**src/rtl/id_dispatch_ctrl.sv**
```systemverilog
// Dual-slot in-order dispatch controller between instruction buffer and decode.
// Latency: ib_accept_o is combinational; accepted slots appear on dispatch_* one cycle later.
// Backpressure: when decode holds a valid bundle (dispatch_ready_i=0), outputs hold and nothing is accepted.
//
// Ports:
//   clk, rst                 clock, async active-high reset
//   ib_valid_i/pc/instr      per-slot instruction buffer head (slot 0 oldest)
//   ib_is_mem/branch/priv_i  per-slot pre-decode class bits
//   ib_accept_o              prefix accept mask back to the instruction buffer
//   dispatch_valid/pc/instr  registered bundle to decode, consumed on dispatch_ready_i
//   backend_empty_i          nothing in flight past decode (releases PRIV_DRAIN)
//   flush_i                  backend flush, highest priority
//   state_o                  0 RUN, 1 PRIV_DRAIN, 2 FLUSH
//   perf_dispatch_cnt_o      wrapping count of instructions consumed by decode
module id_dispatch_ctrl #(
  parameter int ID_WIDTH  = 2,
  parameter int CNT_WIDTH = 32
) (
  input  logic                          clk,
  input  logic                          rst,
  input  logic [ID_WIDTH-1:0]           ib_valid_i,
  input  logic [ID_WIDTH-1:0][31:0]     ib_pc_i,
  input  logic [ID_WIDTH-1:0][31:0]     ib_instr_i,
  input  logic [ID_WIDTH-1:0]           ib_is_mem_i,
  input  logic [ID_WIDTH-1:0]           ib_is_branch_i,
  input  logic [ID_WIDTH-1:0]           ib_is_priv_i,
  output logic [ID_WIDTH-1:0]           ib_accept_o,
  output logic [ID_WIDTH-1:0]           dispatch_valid_o,
  output logic [ID_WIDTH-1:0][31:0]     dispatch_pc_o,
  output logic [ID_WIDTH-1:0][31:0]     dispatch_instr_o,
  input  logic                          dispatch_ready_i,
  input  logic                          backend_empty_i,
  input  logic                          flush_i,
  output logic [1:0]                    state_o,
  output logic [CNT_WIDTH-1:0]          perf_dispatch_cnt_o
);

  localparam logic [1:0] ST_RUN        = 2'd0;
  localparam logic [1:0] ST_PRIV_DRAIN = 2'd1;
  localparam logic [1:0] ST_FLUSH      = 2'd2;

  logic [1:0] state;
  logic       stage_open;
  logic       accept_ok;
  logic       pair_ok;
  logic       acc0;
  logic       acc1;

  // A branch in slot 1 does not block pairing: the older instruction is still
  // dispatched first, so only slot 0's branch class matters.
  logic unused_br1;
  assign unused_br1 = ib_is_branch_i[1];

  assign stage_open = (dispatch_valid_o == '0) || dispatch_ready_i;
  assign accept_ok  = !rst && (state == ST_RUN) && stage_open && !flush_i;

  // Slot 1 may only ride along when it cannot conflict with slot 0: no
  // control transfer ahead of it, no privileged op in either slot, and at
  // most one memory op per bundle.
  assign pair_ok = ib_valid_i[1] && !ib_is_branch_i[0] && !ib_is_priv_i[0] &&
                   !ib_is_priv_i[1] && !(ib_is_mem_i[0] && ib_is_mem_i[1]);

  assign acc0        = accept_ok && ib_valid_i[0];
  assign acc1        = acc0 && pair_ok;
  assign ib_accept_o = {acc1, acc0};
  assign state_o     = state;

  always_ff @(posedge clk or posedge rst) begin
    if (rst) begin
      state            <= ST_RUN;
      dispatch_valid_o <= '0;
      dispatch_pc_o    <= '0;
      dispatch_instr_o <= '0;
    end else if (flush_i) begin
      state            <= ST_FLUSH;
      dispatch_valid_o <= '0;
    end else begin
      case (state)
        ST_RUN: begin
          if (acc0 && ib_is_priv_i[0]) state <= ST_PRIV_DRAIN;
        end
        ST_PRIV_DRAIN: begin
          if ((dispatch_valid_o == '0) && backend_empty_i) state <= ST_RUN;
        end
        default: state <= ST_RUN;
      endcase

      if (acc0) begin
        dispatch_valid_o    <= {acc1, 1'b1};
        dispatch_pc_o[0]    <= ib_pc_i[0];
        dispatch_instr_o[0] <= ib_instr_i[0];
        if (acc1) begin
          dispatch_pc_o[1]    <= ib_pc_i[1];
          dispatch_instr_o[1] <= ib_instr_i[1];
        end
      end else if (stage_open) begin
        dispatch_valid_o <= '0;
      end
    end
  end

  // Counts what decode actually consumed; a flushed bundle is never counted.
  always_ff @(posedge clk or posedge rst) begin
    if (rst) begin
      perf_dispatch_cnt_o <= '0;
    end else if (dispatch_ready_i && !flush_i) begin
      perf_dispatch_cnt_o <= perf_dispatch_cnt_o + CNT_WIDTH'(dispatch_valid_o[0])
                                                 + CNT_WIDTH'(dispatch_valid_o[1]);
    end
  end

endmodule

```
**config.mk**
```make
export PLATFORM = sky130hd
export DESIGN_NAME = id_dispatch_ctrl
export DESIGN_NICKNAME = d
export VERILOG_FILES = /design/src/rtl/id_dispatch_ctrl.sv
export SDC_FILE = /design/constraint.sdc
export NUM_CORES = 1
export LEC_CHECK = 0
export CAP_MARGIN = 20
export CORE_UTILIZATION = 37
export CTS_CLUSTER_DIAMETER = 50
export CTS_CLUSTER_SIZE = 30
export DETAILED_ROUTE_END_ITERATION = 6
export PLACE_DENSITY = 0.82
export SLEW_MARGIN = 25
export SYNTH_ARGS = -nofsm -noshare
export SYNTH_HDL_FRONTEND = slang
export SYNTH_SLANG_ARGS = --single-unit
```
**constraint.sdc**
```tcl
create_clock -name clk -period 5.1 [get_ports clk]
set_input_delay 1.02 -clock clk [delete_from_list [all_inputs] [get_ports clk]]
set_output_delay 1.02 -clock clk [all_outputs]
set_load 0.02 [all_outputs]
```
# Yosys cells after proc, flatten, opt, wreduce, memory -nomap -nowiden
# Cells that the tools add are included.
[classes] add_sub_neg=2 eq_ne=3 n_mux=7 n_bitwise=1 reduce_logical=26
[ops] operator="$add A32 B1 Y32" n=2
[ops] operator="$logic_and A1 B1 Y1" n=13
[ops] operator="$mux W2" n=6
[ops] operator="$logic_not A1 Y1" n=6
[ops] operator="$logic_not A2 Y1" n=2
[ops] operator="$pmux W2 S2" n=1
[ops] operator="$reduce_and A2 Y1" n=2
[ops] operator="$ne A3 B2 Y1 const B" n=1
[ops] operator="$ne A3 B3 Y1 const B" n=1
[ops] operator="$reduce_and A3 Y1" n=1
[ops] operator="$reduce_bool A3 Y1" n=1
[ops] operator="$eq A2 B1 Y1 const B" n=1
[ops] operator="$logic_or A1 B1 Y1" n=1
[ops] operator="$not A1 Y1" n=1
[word_totals] regBits=164 inputBits=141 out_inout_bits=166 elab_cells=46

# Depth between registers and ports, before layout
# Gate-level depths: netlist of run 1.
[logic_depth] ltp_word=9 mapped_depth=8

# Worst setup path after synthesis of run 1
# OpenSTA, ideal clock, no wires.
[synth_timing] path_kind="input port to output port" start="in ib_is_branch_i[0]" end="out ib_accept_o[1]" arrival_time_ns=2.134 path_slack_ns=1.946 cell_stages=4 path_cell_list="or4b_1 a211oi_2 buf_2 buf_4"
[synth_between] elab_chain_len=6
[synth_rtl] element="from (decl)" line="25" source="input logic [ID_WIDTH-1:0] ib_is_branch_i,"
[synth_rtl] element="$logic_not A1 Y1" line="60" source="assign pair_ok = ib_valid_i[1] && !ib_is_branch_i[0] && !ib_is_priv_i[0] &&"
[synth_rtl] element="$logic_and A1 B1 Y1 (3 in a row)" line="60"
[synth_rtl] element="$logic_and A1 B1 Y1" line="61" source="!ib_is_priv_i[1] && !(ib_is_mem_i[0] && ib_is_mem_i[1]);"
[synth_rtl] element="$logic_and A1 B1 Y1" line="64" source="assign acc1 = acc0 && pair_ok;"
[synth_rtl] element="to (decl)" line="27" source="output logic [ID_WIDTH-1:0] ib_accept_o,"
# No other way between the ends.

# Worst setup path in the final report of run 1
[layout_timing] start="in flush_i" end="out ib_accept_o[1]"
[layout_between] elab_chain_len=4
[layout_rtl] element="from (decl)" line="33" source="input logic flush_i,"
[layout_rtl] element="$logic_not A1 Y1" line="55" source="assign accept_ok = !rst && (state == ST_RUN) && stage_open && !flush_i;"
[layout_rtl] element="$logic_and A1 B1 Y1" line="55"
[layout_rtl] element="$logic_and A1 B1 Y1" line="63" source="assign acc0 = accept_ok && ib_valid_i[0];"
[layout_rtl] element="$logic_and A1 B1 Y1" line="64"
# No other way between the ends.

==> results.sh, run 1 <==
export IMPL_fin_tns_setup_ns=0
export IMPL_drv_cap=0
export IMPL_antenna_found_initial=0
export IMPL_die_h_um=134
export IMPL_gp_congestion=0.781
export IMPL_wire_per_inst_um=15.7
export IMPL_root_buffer="clkbuf_16"
export IMPL_hold_buffers=0
export IMPL_yosys_area_top_type_share_pct=63.8
export IMPL_power_density_nw_per_um2=346
export IMPL_ir_worst_vdd_mv=0.219
export IMPL_cts_made_buffers=17
export IMPL_yosys_top_cells_count="nand2_1, dfrtp_1, mux2_1"
export IMPL_cts_resized=0
export IMPL_numPortBuffers=305
export IMPL_clock_fmax_mhz=246
export IMPL_fp_coreArea_um2=16800
export IMPL_dieArea_um2=17900
export IMPL_synth_edf_count=0
export IMPL_cts_tree="done"
export IMPL_grt_pass1_vias=5238
export IMPL_antennaDiodeCount=0
export IMPL_grt_overflow_total=0
export IMPL_slew_headroom_pct=42.8
export IMPL_timing_final_crit_share_pct=79.7
export IMPL_critPathMaxFanout=8
export IMPL_fillers=1360
export IMPL_netlist_area_um2=6430
export IMPL_yosys_area_top_type="dfrtp_1"
export IMPL_finalClockSkew_ns=0.0115
export IMPL_wirelength_um=17000
export IMPL_cts_buffer_depth=2
export IMPL_worstPathCellList="clkdlybuf4s50_1 -> nor2_1 -> o2111ai_4 -> a211oi_4 -> clkdlybuf4s50_1"
export IMPL_syn_nets=694
export IMPL_boundaryPins=307
export IMPL_dp_cells=1056
export IMPL_rows=47
export IMPL_synth_distinct_cells=31
export IMPL_status="complete, no violations"
export IMPL_worstPathRequired_ns=4.08
export IMPL_start_util_pct=38.4
export IMPL_hold_viol=0
export IMPL_utilization_pct=61.4
export IMPL_fin_crit_ns=4.07
export IMPL_vias_per_cell=4.68
export IMPL_grt_max_degree=110
export IMPL_syn_to_final_growth_pct=60.0
export IMPL_crit_arrival_ns=3.05
export IMPL_final_cells=1088
export IMPL_synth_ff_type="dfrtp_1"
export IMPL_rsz0062_at_grt="no"
export IMPL_cp_slowest_stage_delay_ns=0.70
export IMPL_yosys_warnings=0
export IMPL_yosysSeqAreaShare_pct=63.8
export IMPL_finalSetupViolCount=0
export IMPL_dieWidth_um=134
export IMPL_num_vias=5088
export IMPL_drtIter0Drc=213
export IMPL_slew_viol_final=0
export IMPL_grt_usage_pct=19.6
export IMPL_drive_gt1_share_pct=7.83
export IMPL_crit_top_cell="clkdlybuf4s50_1"
export IMPL_synth_seq_cells=164
export IMPL_synth_most_common_cell="nand2_1"
export IMPL_final_nets=998
export IMPL_dp_hpwl_um=12500
export IMPL_drcViolationCount=0
export IMPL_first_pass_iters=4
export IMPL_htreeDepth=4
export IMPL_hold_class="register to register"
export IMPL_worstSetupPathType="input pin to primary output"
export IMPL_cts_setup_buffers=0
export IMPL_clock_sinks=164
export IMPL_syn_area_per_cell_um2=11.7
export IMPL_worstSkewPairLatency_ns=0.42
export IMPL_synthTopCellsByArea="dfrtp_1, nand2_1, mux2_1"
export IMPL_crit_path_end_kind="primary output"
export IMPL_netlist_instances=551
export IMPL_grt_pass1_wl_um=27000
export IMPL_postRouteAntennaNets=0
export IMPL_start_kind="input pin"
export IMPL_clk_pin_slew_ns=0.06
export IMPL_tightest_slew_ns=0.858
export IMPL_cp_slowest_cell="clkdlybuf4s50_1"
export IMPL_synth_async_reset_ratio_pct=100
export IMPL_power_leakage_uw=0.00483
-- critical path, delay by kind of cell --
kind	cells	cell delay, ns
AOI/OAI and AO/OA	2	0.50
buffers and inverters	2	1.28
and+or+nand+nor	1	0.24
-- worst paths after layout --
| path | start | to | slack [ns] | depth (start not counted) |
|---|---|---|---|---|
| hold / removal | state_o[1]$_DFFE_PP0P_ | state_o[0]$_DFFE_PP0P_ | 0.46 | 1 |
| max in group asynchronous | rst | perf_dispatch_cnt_o[26]$_DFFE_PP0P_ | 3.39 | 3 |
| setup / recovery | flush_i | ib_accept_o[1] | 1.03 | 5 |
| setup reg to reg | dispatch_valid_o[0]$_DFFE_PP0P_ | dispatch_instr_o[63]$_DFFE_PP0P_ | 2.58 | 5 |
| min in group asynchronous | rst | dispatch_pc_o[31]$_DFFE_PP0P_ | 1.16 | 3 |
| hold reg to reg | state_o[1]$_DFFE_PP0P_ | state_o[0]$_DFFE_PP0P_ | 0.46 | 1 |
-- kinds of logic (layout without fill, tap and decap cells) --
kind of cell	after synthesis	after routing	share of synthesized area (%)
compound gates	5	5	0.642
xor+xnor	30	30	4.09
fa+ha+maj	2	2	0.506
buf+inv	31	348	2.49
flops	164	164	63.8
mux	65	65	11.4
simple gates	254	254	17.0
-- final cells by class --
| class | count | area (um2) | area share, % |
|---|---|---|---|
| Sequential cell | 164 | 4100 | 39.9 |
| Timing Repair Buffer | 310 | 3100 | 30.2 |
| Multi-Input combinational cell | 356 | 2190 | 21.3 |
| Clock buffer | 19 | 443 | 4.31 |
| Tap cell | 220 | 275 | 2.68 |
| Clock inverter | 13 | 146 | 1.42 |
| Inverter | 6 | 26.3 | 0.255 |
-- registers in the layout, summed over array words and instances, names as in the netlist --
register	flops
perf_dispatch_cnt_o	32
dispatch_valid_o	2
state_o	2
dispatch_pc_o	64
dispatch_instr_o	64
-- per-stage QoR --
| stage | setup WS (ns) | power, uW | hold slack, ns | cell area [um2] |
|---|---|---|---|---|
| 2_1_floorplan | 1.95 | 1850 | 0.569 | 6430 |
| 3_3_place_gp | 0.998 | 2290 | 0.457 | 9700 |
| 3_5_place_dp | 0.984 | 2310 | 0.461 | 9700 |
| 4_1_cts | 0.986 | 3600 | 0.464 | 10300 |
| 5_1_grt | 0.905 | 3710 | 0.474 | 10300 |
| 6_report | 1.03 | 3560 | 0.459 | 10300 |
-- power by group --
group          switching (uW)  internal [uW]
sequential               77.6           1440
clock                     541            743
combinational             365            391
total                     983           2570
-- routing by layer --
metal / share of wire [%] / global-route usage [%] / vias to the layer above / wire length (um)
li1: - / - / 2396 / -
met1: 40 / 22.6 / 2441 / 6750
met2: 49 / 33.0 / 232 / 8320
met3: 10 / 7.63 / 19 / 1700
met4: 1.5 / 6.88 / 0 / 253
met5: 0 / 0 / - / 0
-- placed cells by master, fill, tap and decap left out, types with 6 or more instances in the layout --
cell type	synthesis	routed
xnor2_1	24	24
nand3_1	13	13
mux2_1	40	40
nand4_1	11	11
dfrtp_1	164	164
xor2_1	6	6
mux2_2	25	25
nor2_1	9	9
clkbuf_16	0	17
clkdlybuf4s50_1	0	305
nand2_1	203	203
(Power assumes the default switching activity.)
==> inputs of run 2 (changes only) <==
==> constraint.sdc (replaced) <==
create_clock -name clk -period 3.3 [get_ports clk]
set_input_delay 0.66 -clock clk [delete_from_list [all_inputs] [get_ports clk]]
set_output_delay 0.66 -clock clk [all_outputs]
set_load 0.02 [all_outputs]
==> run 2 against run 1 <==
Largest cell class unchanged. Critical path depth decreased by 1. Clock skew decreased by 0.0066 ns. Hold slack improved by 0.013 ns. Count of clock-buffer cells in the layout unchanged. Cell count increased by 0.37%. Flip-flop and latch count unchanged. Die area unchanged. Core utilization increased by 0.15 points.
==> results.sh, run 2 (synthesis gave the netlist of run 1 again) <==
export IMPL_slew_viol_final=0
export IMPL_tightest_slew_ns=0.851
export IMPL_hold_class="register to register"
export IMPL_boundaryPins=307
export IMPL_htreeDepth=4
export IMPL_grt_overflow_total=0
export IMPL_syn_to_final_growth_pct=60.4
export IMPL_grt_max_degree=78
export IMPL_top_layer_used="met4"
export IMPL_critPathMaxFanout=2
export IMPL_start_kind="input pin"
export IMPL_postRouteAntennaNets=0
export IMPL_clk_pin_slew_ns=0.06
export IMPL_drcViolationCount=0
export IMPL_finalClockSkew_ns=0.00498
export IMPL_fp_coreArea_um2=16800
export IMPL_numPortBuffers=305
export IMPL_met2_length_um=8220
export IMPL_route_met3_wl_um=1630
export IMPL_ir_worst_vdd_mv=0.336
export IMPL_crit_arrival_ns=2.34
export IMPL_final_nets=1003
export IMPL_reg2reg_depth=5
export IMPL_cp_slowest_cell="or4b_1"
export IMPL_cts_made_buffers=17
export IMPL_antenna_found_initial=0
export IMPL_gp_congestion=0.771
export IMPL_num_vias=5096
export IMPL_worstSkewPairLatency_ns=0.41
export IMPL_status="complete, no violations"
export IMPL_cp_slowest_stage_delay_ns=0.59
export IMPL_wl_met1_um=6800
export IMPL_rsz0062_at_grt="no"
export IMPL_drv_cap=0
export IMPL_worstSetupPathType="input pin to primary output"
export IMPL_layout_common_cells="clkdlybuf4s50_1, nand2_1, dfrtp_1"
export IMPL_fin_crit_ns=3.00
export IMPL_drive_gt1_share_pct=8.14
export IMPL_start_util_pct=38.4
export IMPL_utilization_pct=61.5
export IMPL_clock_sinks=164
export IMPL_dp_hpwl_um=12500
export IMPL_timing_final_crit_share_pct=90.8
export IMPL_top_regs="dispatch_instr_o x64, dispatch_pc_o x64, perf_dispatch_cnt_o x32"
export IMPL_antennaDiodeCount=0
export IMPL_die_h_um=134
export IMPL_vias_per_cell=4.67
export IMPL_wirelength_um=17000
export IMPL_hold_viol=0
export IMPL_slew_headroom_pct=43.2
export IMPL_clock_fmax_mhz=334
export IMPL_finalSetupViolCount=0
export IMPL_final_area_um2=10300
export IMPL_hold_depth=2
export IMPL_worstPathCellList="clkdlybuf4s50_1 -> or4b_1 -> a211oi_4 -> dlygate4sd2_1"
export IMPL_power_leakage_uw=0.00484
export IMPL_root_buffer="clkbuf_16"
export IMPL_cts_tree="done"
export IMPL_cts_setup_buffers=0
export IMPL_dieArea_um2=17900
export IMPL_first_pass_iters=4
export IMPL_crit_path_end_kind="primary output"
export IMPL_dieWidth_um=134
export IMPL_wire_per_inst_um=15.6
export IMPL_cts_buffer_depth=2
export IMPL_grt_pass1_vias=5301
export IMPL_grt_usage_pct=19.6
export IMPL_mostFrequentLayoutCell="clkdlybuf4s50_1"
export IMPL_placed_area_um2=9750
export IMPL_worstPathRequired_ns=2.64
export IMPL_grt_pass1_wl_um=27100
export IMPL_rows=47
export IMPL_power_density_nw_per_um2=526
export IMPL_drtIter0Drc=199
[run 2: changes by cell type in the layout (fill, tap and decap cells not counted), sizes merged]
cell / previous run / this run
clkinvlp: 3 / 4
clkdlybuf4s50: 305 / 304
clkinv: 4 / 5
buf: 5 / 10
dlygate4sd2: 0 / 1
inv: 10 / 7
[run 2: final cells by class]
class / count / area [um2]
inverter: 6 / 26.3
fill: 1395 / 6450
sequential: 164 / 4100
multi-input combinational: 356 / 2190
timing repair buffer: 315 / 3150
clock inverter: 12 / 133
clock buffer: 19 / 433
tap: 220 / 275
[run 2: per-layer routing]
layer | track usage [%] | vias to the layer above
met3 | 8.35 | 24
met2 | 32.6 | 218
met5 | 0 | -
met4 | 6.69 | 0
li1 | - | 2409
met1 | 22.6 | 2445
[run 2: critical path, delay by kind of cell]
family                 cells  cell delay [ns]
AND/OR/NAND/NOR            1             0.59
buffers and inverters      2             0.87
AO/OA/AOI/OAI              1             0.21
[run 2: stage by stage]
stage | cells | setup slack [ns] | hold slack (ns) | total power, uW | setup TNS, ns
2_1_floorplan | 551 | 0.555 | 0.569 | 2850 | 0
3_3_place_gp | 1061 | -0.0573 | 0.457 | 3540 | -0.0573
3_5_place_dp | 1061 | -0.00895 | 0.462 | 3560 | -0.00895
4_1_cts | 1092 | 0.273 | 0.478 | 5500 | 0
5_1_grt | 1092 | 0.194 | 0.492 | 5670 | 0
6_report | 1092 | 0.304 | 0.472 | 5430 | 0
[run 2: path summary, 6_finish.rpt]
kind,from,slack [ns],end
hold / removal,dispatch_instr_o[23]$_DFFE_PP0P_,0.47,dispatch_instr_o[23]$_DFFE_PP0P_
hold reg to reg,dispatch_instr_o[23]$_DFFE_PP0P_,0.47,dispatch_instr_o[23]$_DFFE_PP0P_
setup reg to reg,dispatch_valid_o[0]$_DFFE_PP0P_,0.83,dispatch_instr_o[63]$_DFFE_PP0P_
min in group asynchronous,rst,0.73,state_o[0]$_DFFE_PP0P_
max in group asynchronous,rst,2.12,dispatch_instr_o[17]$_DFFE_PP0P_
setup / recovery,ib_is_priv_i[0],0.30,ib_accept_o[1]
[run 2: report_power, final]
group	internal, uW	total, uW	switching [uW]
combinational	609	1170	561
clock	1110	1910	798
sequential	2230	2350	121
[run 2: timing repair]
item,in CTS,in global routing
hold endpoints to repair,0,0
hold buffers,0,0
setup endpoints to repair,1,0
gates resized for setup,1,0
